==> src/rtl/trng_pkg.sv <==
// Shared definitions for the TRNG conditioner: von Neumann state encoding
// and the default configuration constants.
package trng_pkg;

  typedef enum logic {
    FIRST  = 1'b0,
    SECOND = 1'b1
  } vn_state_t;

  localparam int DEFAULT_OUT_WIDTH  = 32;
  localparam int DEFAULT_SAMPLE_DIV = 8;
  localparam int DEFAULT_FIFO_DEPTH = 4;
  localparam int DEFAULT_REP_LIMIT  = 32;

endpackage

==> src/rtl/trng_fifo.sv <==
// Small first-word fall-through FIFO for conditioned TRNG words.
// A push into a full FIFO is accepted only when a pop happens in the same
// cycle; otherwise the word is dropped. DEPTH must be a power of two (>=2).
module trng_fifo #(
  parameter int WIDTH = 32,
  parameter int DEPTH = 4
) (
  input  logic                     clk,
  input  logic                     rst,
  input  logic                     push,
  input  logic [WIDTH-1:0]         push_data,
  input  logic                     rd_en,
  output logic [WIDTH-1:0]         rd_data,
  output logic                     rd_valid,
  output logic [$clog2(DEPTH):0]   count
);

  localparam int AW = $clog2(DEPTH);
  localparam int CW = AW + 1;
  localparam logic [CW-1:0] FULL_COUNT = CW'(DEPTH);

  logic [WIDTH-1:0] mem [DEPTH];
  logic [AW-1:0]    wr_ptr;
  logic [AW-1:0]    rd_ptr;
  logic             do_pop;
  logic             do_push;

  assign rd_valid = (count != '0);
  assign do_pop   = rd_en && rd_valid;
  assign do_push  = push && ((count != FULL_COUNT) || do_pop);
  assign rd_data  = rd_valid ? mem[rd_ptr] : '0;

  // Pointer and occupancy bookkeeping; pointers wrap naturally at DEPTH.
  always_ff @(posedge clk or posedge rst) begin
    if (rst) begin
      wr_ptr <= '0;
      rd_ptr <= '0;
      count  <= '0;
    end else begin
      if (do_push) wr_ptr <= wr_ptr + AW'(1);
      if (do_pop)  rd_ptr <= rd_ptr + AW'(1);
      case ({do_push, do_pop})
        2'b10:   count <= count + CW'(1);
        2'b01:   count <= count - CW'(1);
        default: count <= count;
      endcase
    end
  end

  // Storage array; contents are only visible through rd_data while valid.
  always_ff @(posedge clk) begin
    if (do_push) mem[wr_ptr] <= push_data;
  end

endmodule

==> src/rtl/trng_conditioner.sv <==
// TRNG conditioner: decimates the raw TRNG bit stream, removes bias with a
// von Neumann corrector, packs the result into words and queues them in a
// small FIFO. The repetition health test is built only when TRNG_HEALTH_EN
// is defined; otherwise health_fail is tied low and clr_fail is ignored.
module trng_conditioner
  import trng_pkg::*;
#(
  parameter int OUT_WIDTH  = DEFAULT_OUT_WIDTH,
  parameter int SAMPLE_DIV = DEFAULT_SAMPLE_DIV,
  parameter int FIFO_DEPTH = DEFAULT_FIFO_DEPTH,
  parameter int REP_LIMIT  = DEFAULT_REP_LIMIT
) (
  input  logic                          clk,
  input  logic                          rst,
  input  logic [OUT_WIDTH-1:0]          raw_in,
  input  logic                          rd_en,
  input  logic                          clr_fail,
  output logic [OUT_WIDTH-1:0]          rd_data,
  output logic                          rd_valid,
  output logic [$clog2(FIFO_DEPTH):0]   fifo_count,
  output logic                          health_fail
);

  localparam int DIV_W = $clog2(SAMPLE_DIV);
  localparam int BIT_W = $clog2(OUT_WIDTH + 1);
  localparam logic [DIV_W-1:0] DIV_LAST = DIV_W'(SAMPLE_DIV - 1);
  localparam logic [BIT_W-1:0] BIT_LAST = BIT_W'(OUT_WIDTH - 1);

  logic [DIV_W-1:0]     div_cnt;
  logic                 sample_tick;
  logic                 sample_bit;
  vn_state_t            state;
  logic                 first_bit;
  logic [OUT_WIDTH-1:0] acc;
  logic [BIT_W-1:0]     bit_cnt;
  logic                 emit;
  logic                 word_done;
  logic [OUT_WIDTH-1:0] push_word;
  logic                 unused_bits;

  assign sample_tick = (div_cnt == DIV_LAST);
  assign sample_bit  = raw_in[0];
  assign unused_bits = ^{raw_in[OUT_WIDTH-1:1], acc[OUT_WIDTH-1]};

  // Sample divider: one raw bit is taken every SAMPLE_DIV cycles.
  always_ff @(posedge clk or posedge rst) begin
    if (rst) div_cnt <= '0;
    else     div_cnt <= sample_tick ? '0 : div_cnt + DIV_W'(1);
  end

  // A differing pair emits its first bit (01 -> 0, 10 -> 1).
  assign emit      = sample_tick && (state == SECOND) && (first_bit != sample_bit)
                     && !health_fail;
  assign push_word = {acc[OUT_WIDTH-2:0], first_bit};
  assign word_done = emit && (bit_cnt == BIT_LAST);

`ifdef TRNG_HEALTH_EN
  localparam int REP_W = $clog2(REP_LIMIT + 1);
  localparam logic [REP_W-1:0] REP_MAX = REP_W'(REP_LIMIT);

  logic [REP_W-1:0] rep_cnt;
  logic [REP_W-1:0] rep_next;
  logic             prev_bit;
  logic             fail_q;

  // Next run length of identical samples, saturating at the trip limit.
  always_comb begin
    rep_next = REP_W'(1);
    if ((rep_cnt != '0) && (sample_bit == prev_bit)) begin
      rep_next = (rep_cnt == REP_MAX) ? rep_cnt : rep_cnt + REP_W'(1);
    end
  end

  // Repetition test with a sticky failure flag; a clear beats a trip.
  always_ff @(posedge clk or posedge rst) begin
    if (rst) begin
      rep_cnt  <= '0;
      prev_bit <= 1'b0;
      fail_q   <= 1'b0;
    end else if (clr_fail) begin
      rep_cnt <= '0;
      fail_q  <= 1'b0;
      if (sample_tick) prev_bit <= sample_bit;
    end else if (sample_tick) begin
      rep_cnt  <= rep_next;
      prev_bit <= sample_bit;
      if (rep_next == REP_MAX) fail_q <= 1'b1;
    end
  end

  assign health_fail = fail_q;
`else
  localparam int unused_rep_limit = REP_LIMIT;
  logic unused_clr;

  assign unused_clr  = clr_fail;
  assign health_fail = 1'b0;
`endif

  // Von Neumann pairing and word accumulation; a failure flushes partial work.
  always_ff @(posedge clk or posedge rst) begin
    if (rst) begin
      state     <= FIRST;
      first_bit <= 1'b0;
      acc       <= '0;
      bit_cnt   <= '0;
    end else if (health_fail) begin
      state   <= FIRST;
      acc     <= '0;
      bit_cnt <= '0;
    end else if (sample_tick) begin
      case (state)
        FIRST: begin
          first_bit <= sample_bit;
          state     <= SECOND;
        end
        SECOND: begin
          state <= FIRST;
          if (emit) begin
            acc     <= push_word;
            bit_cnt <= word_done ? '0 : bit_cnt + BIT_W'(1);
          end
        end
        default: state <= FIRST;
      endcase
    end
  end

  trng_fifo #(
    .WIDTH (OUT_WIDTH),
    .DEPTH (FIFO_DEPTH)
  ) u_fifo (
    .clk       (clk),
    .rst       (rst),
    .push      (word_done),
    .push_data (push_word),
    .rd_en     (rd_en),
    .rd_data   (rd_data),
    .rd_valid  (rd_valid),
    .count     (fifo_count)
  );

endmodule
==> config.mk <==
export PLATFORM = sky130hd
export DESIGN_NAME = trng_conditioner
export DESIGN_NICKNAME = d
export VERILOG_FILES = /design/src/rtl/trng_pkg.sv /design/src/rtl/trng_fifo.sv /design/src/rtl/trng_conditioner.sv
export SDC_FILE = /design/constraint.sdc
export NUM_CORES = 1
export LEC_CHECK = 0
export CAP_MARGIN = 40
export CORE_MARGIN = 2
export CORE_UTILIZATION = 35
export CTS_BUF_LIST = sky130_fd_sc_hd__clkbuf_4
export DETAILED_ROUTE_END_ITERATION = 7
export PLACE_DENSITY = 0.64
export REMOVE_ABC_BUFFERS = 1
export SETUP_SLACK_MARGIN = 0.15
export SYNTH_ARGS = -nofsm -noshare
export SYNTH_HDL_FRONTEND = slang
export SYNTH_SLANG_ARGS = --single-unit
export TNS_END_PERCENT = 1
==> constraint.sdc <==
create_clock -name clk -period 4.9 [get_ports clk]
set_input_delay 1.47 -clock clk [delete_from_list [all_inputs] [get_ports clk]]
set_output_delay 1.47 -clock clk [all_outputs]
set_load 0.02 [all_outputs]
After elaboration in Yosys (flattened, before gate mapping)
Memories as Yosys holds them, arrays and structs flattened. Index checks and enable logic that the tools add are counted.

Multiplexer cells: 7. Equality and inequality tests: 6. Bitwise operators: 1. Reduce and logical (&&, ||, !) cells: 10. $add $sub $neg: 6.

Operators with widths (number): 32-bit two-way mux (1); 3-bit by 1-bit adder with 3-bit output (second input constant) (2); 6-bit by 1-bit adder with 6-bit output (second input constant) (1); 6-bit by 5-bit equality test with 1-bit output (second input constant) (1); 6-bit two-way mux (1); 3-bit one-hot mux with 2 select lines (1); 1-bit logical AND (5); 2-bit by 1-bit adder with 2-bit output (second input constant) (2); 3-bit equality test (second input constant) (1); 3-bit two-way mux (1); 3-bit != test (second input constant) (1); 3-bit AND reduction (1); 3-bit nonzero test (1); 3-bit by 1-bit subtractor with 3-bit output (second input constant) (1); 2-bit by 1-bit equality test with 1-bit output (second input constant) (1); 2-bit equality test (second input constant) (1); 1-bit two-way mux (2); 1-bit one-hot mux with 2 select lines (1); 2-bit AND reduction (1); 2-bit nonzero test (1); 1-bit logical OR (1); 1-bit != test (1); 1-bit NOT (1).

Memories kept: 1. Memory bits (writable): 128. Input port bits: 36. Output and inout bits: 37. Logic and storage cells: 39. Bits in registers: 49.

Memories: u_fifo.mem (words 4, bits a word 32, read ports 1, clocked after Yosys merged registers in 0, write ports 1, RTL line trng_fifo.sv:22) `logic [WIDTH-1:0] mem [DEPTH];`.

Logic depth before layout (Yosys ltp)
Depth in word-level cells: 7. Mapped depth: 11. Depth with buffers taken out: 11.

By module
A second synthesis with hierarchy kept.

Cell total of the unflattened synthesis: 367. Area total of the unflattened synthesis: 7186.9 um^2.

Modules (own cells, without submodules): trng_fifo (instances 1, area each 5391.4 um^2, seq. area each 4018.9 um^2, cells each 257); trng_conditioner (instances 1, area each 1795.5 um^2, seq. area each 1051.0 um^2, cells each 110).

Worst setup path after synthesis
Ideal clock, no wire load.

Path kind: input port to flip-flop. Start point: input raw_in[0]. End point: memory u_fifo.mem[0][0] (enable). Arrival time: 4.061 ns. Path slack: 0.378 ns. Path buffers: 0. Cell stages on the path: 3. Cells stage by stage: xor2_1 nand3_1 nor3_1.

Cells in the longest elaborated chain, start to end: 6.

Ends and longest elaborated chain: start: declaration (RTL line trng_conditioner.sv:15) `input logic [OUT_WIDTH-1:0] raw_in,`; 1-bit != test (RTL line trng_conditioner.sv:52) `assign emit = sample_tick && (state == SECOND) && (first_bit != sample_bit)`; 1-bit logical AND (RTL line trng_conditioner.sv:52); 1-bit logical AND (RTL line trng_conditioner.sv:55) `assign word_done = emit && (bit_cnt == BIT_LAST);`; 1-bit logical AND (RTL line trng_fifo.sv:30) `assign do_push = push && ((count != FULL_COUNT) || do_pop);`; 1-bit two-way mux (RTL line trng_fifo.sv:52) `if (do_push) mem[wr_ptr] <= push_data;`; 1-bit two-way mux (not written as such) (RTL line trng_fifo.sv:52); end: declaration (RTL line trng_fifo.sv:22).

No other way between the ends.

Worst setup path after layout
Start point: register u_fifo.rd_ptr[1]. End point: output rd_data[31].

Cells in the longest elaborated chain, start to end: 2.

Ends and longest elaborated chain: start: declaration (RTL line trng_fifo.sv:24) `logic [AW-1:0] rd_ptr;`; start signal: assignment (RTL line trng_fifo.sv:41) `if (do_pop) rd_ptr <= rd_ptr + AW'(1);`; memory read 4 x 32 bit; 32-bit two-way mux (RTL line trng_fifo.sv:31) `assign rd_data = rd_valid ? mem[rd_ptr] : '0;`; end: declaration (RTL line trng_conditioner.sv:18) `output logic [OUT_WIDTH-1:0] rd_data,`.

No other way between the ends.

==> impl_metrics.py <==
metrics = {
    "critical_path": {
        "r2r_slack_ns": 2.33,
        "crit_required_ns": 3.43,
        "crit_arrival_ns": 2.69,
        "rr_worst_depth": 11,
        "cp-startpoint": "u_fifo.rd_ptr[1]",
        "path_max_fanout": 27,
        "critPathKind": "reg2out",
        "critPathCapture": "rd_data[31]",
        "critPathCaptureType": "output pin",
        "r2r_start": "div_cnt[0]",
        "crit_path_start_kind": "flip-flop",
        "r2r-end": "u_fifo.count[2]",
    },
    "pwr": {
        "p_per_area_mw_per_mm2": 362,
        "ir_worst_vdd_mv": 0.261,
        "p_leak_nw": 3.14,
    },
    "logic_synthesis": {
        "synth-simple-area-share": 0.0540,
        "synth-xor-area-share": 0.0148,
        "postSynthCellCount": 361,
        "synthAdderAreaFrac": 0.0172,
        "ys_seq_area_frac": 0.724,
        "ys_async_sr_fraction": 0.277,
        "synth.avg_cell_area_sq_um": 19.4,
        "synth_cell_types": 36,
        "synth_top_family_by_area": "multiplexers",
        "synth_seq_cells": 177,
        "synthMuxAreaShare": 0.161,
        "synth_area_sq_mm": 0.00700,
        "synth_ff_type": "edfxtp_1",
        "synth_compound_area_frac": 0.00751,
        "synth_warnings": 0,
        "synth_edf_count": 128,
    },
    "route": {
        "drc": 0,
        "wl_per_cell_um": 16.7,
        "drt-vias-per-instance": 4.72,
        "drtPass1Iterations": 4,
        "dr_total_vias": 3275,
        "routed_wl_mm": 11.6,
        "drt_iter0_markers": 168,
        "drtAntennaViolNets": 0,
    },
    "sta": {
        "finClkSkew_ns": 0.0194,
        "grt_setup_unrepaired": "false",
        "slew_viol_final": 0,
        "fin_crit_sh": 0.850,
        "worst_pin_slew_ns": 0.720,
        "hold_viol": 0,
        "max_slew_margin": 0.519,
        "fmax_mhz": 240,
        "tns_ns": 0,
        "fin_crit_ns": 4.16,
        "setup_viol": 0,
    },
    "grt": {
        "grt_pass1_wl_mm": 18.8,
        "grt_use_total": 0.116,
        "overflow": 0,
        "grt_pass1_vias": 3413,
        "grt_max_degree": 36,
        "grt_antenna_before_repair": 0,
    },
    "floorplan": {
        "core_sq_mm": 0.0195,
        "io_pins": 73,
        "initial_core_util": 0.359,
        "num_rows": 51,
        "die_w_um": 145,
        "fp.dieArea_sq_mm": 0.0211,
        "die_h_um": 145,
    },
    "cts": {
        "cts_buffers": 17,
        "path_clk_slew_ns": 0.13,
        "cts_tree": "yes",
        "cts_root_buf": "clkbuf_4",
        "postCtsSetupRepairBufs": 0,
        "clk_latency_ns": 0.55,
        "cts-resized-gates": 0,
        "clock_path_buffers": 2,
        "clock-sinks": 177,
        "holdBufCountCts": 0,
        "ctsHtreeMaxLevel": 4,
    },
    "place": {
        "gp_congestion": 0.691,
        "port_buffers": 39,
        "dp_cells": 662,
        "post-dp-hpwl_mm": 6.87,
    },
    "final_layout": {
        "fin_cells": 694,
        "final_nets": 461,
        "area_growth_pct": 13.9,
        "antennaDiodeCount": 0,
        "drive_gt1_frac": 0.277,
    },
    "job": {
        "cap_violations": 0,
    },
    "min_path": {
        "hp-class": "reg2reg",
    },
    "run_status": {
        "status": "completed",
    },
}
[metal layers]
metal / track usage / vias to the layer above / wire [um]
met5: 0 / - / 0
met4: 0.0377 / 0 / 136
met3: 0.0317 / 13 / 392
met2: 0.195 / 56 / 5990
met1: 0.146 / 1714 / 5060
li1: - / 1492 / -
[area by class of cell]
class	instances	area [sq um]
clock inverter	15	93.8
fill	1771	11600
clock buffer	17	128
multi-input combinational	156	1800
timing repair buffer	52	500
sequential	177	5070
inverter	12	45.0
tap	265	332
[synth_stat cells (4+ instances only)]
library cell	count	area [sq um]
nand3_1	4	20.0
xor2_1	6	52.6
buf_4	4	30.0
mux4_2	32	721
buf_2	4	20.0
mux2_2	31	349
dfrtp_1	49	1230
xnor2_1	4	35.0
o21ai_0	5	25.0
and2_1	34	213
clkbuf_1	5	18.8
edfxtp_1	128	3840
inv_1	12	45.0
ha_1	8	100
nor3_1	4	20.0
[cell usage in the layout (no fill, tap or decap), types with 2 or more instances in the layout]
master and n:
ha_1 8, clkinv_4 3, nand3_1 4, o21ai_0 5, nor2b_1 2, nor4_1 2
edfxtp_1 128, xor2_1 6, inv_6 2, nor3_2 4, clkbuf_4 17, inv_1 11
clkinvlp_4 2, clkinv_2 4, mux4_2 32, nand2_1 3, mux2_4 3, and2_1 34
or2_2 2, dfrtp_1 48, nor2_1 2, mux2_2 31, xnor2_1 4, clkdlybuf4s50_1 39
clkinv_1 4, buf_4 12
[worst min-delay path by stage]
stage / from / to / depth (start not counted)
after floorplan: div_cnt[0] / div_cnt[0] / 1
after global routing: div_cnt[0] / div_cnt[0] / 1
after global placement: div_cnt[0] / div_cnt[0] / 1
after CTS: div_cnt[0] / div_cnt[0] / 1
final: div_cnt[0] / div_cnt[0] / 1
after detailed placement: div_cnt[0] / div_cnt[0] / 1
[registers in the layout (all words and copies together), names as in the netlist]
signal	flops
first_bit	1
u_fifo.wr_ptr	2
acc	31
u_fifo.count	3
u_fifo.mem	128
state	1
div_cnt	3
bit_cnt	6
u_fifo.rd_ptr	2
[metrics by stage]
step                hold WS, ns  area (sq um)  power [mW]  utilization  worst slack, ns
floorplan                 0.403          6900        2.04            -            0.378
CTS                       0.438          7970        2.93        0.408            0.619
global placement          0.414          7750        2.25        0.397            0.907
global route              0.475          7970        3.02        0.408            0.597
finish                    0.442          7970        2.88        0.408            0.735
detailed placement        0.419          7750        2.26        0.397            0.861
[worst max-delay path, stage by stage (launching register included)]
cell	delay (ns)
dfrtp_1	0.57
buf_4	0.46
mux4_2	0.36
and2_1	0.20
clkdlybuf4s50_1	0.55
[cell families after synthesis]
kind of cell | count (synthesis)
buffers and inverters | 28
muxes | 67
DFF | 177
other | 1
and+or+nand+nor | 59
adders and majority gates | 9
xor gates and xnor gates | 11
AOI/OAI and AO/OA | 9
[where the power goes]
group | internal (mW) | switching [mW] | total [mW]
combinational | 0.248 | 0.275 | 0.522
sequential | 1.62 | 0.0569 | 1.68
clock | 0.195 | 0.486 | 0.681
total | 2.07 | 0.818 | 2.88
No activity file was read; power rests on OpenSTA's default activity.
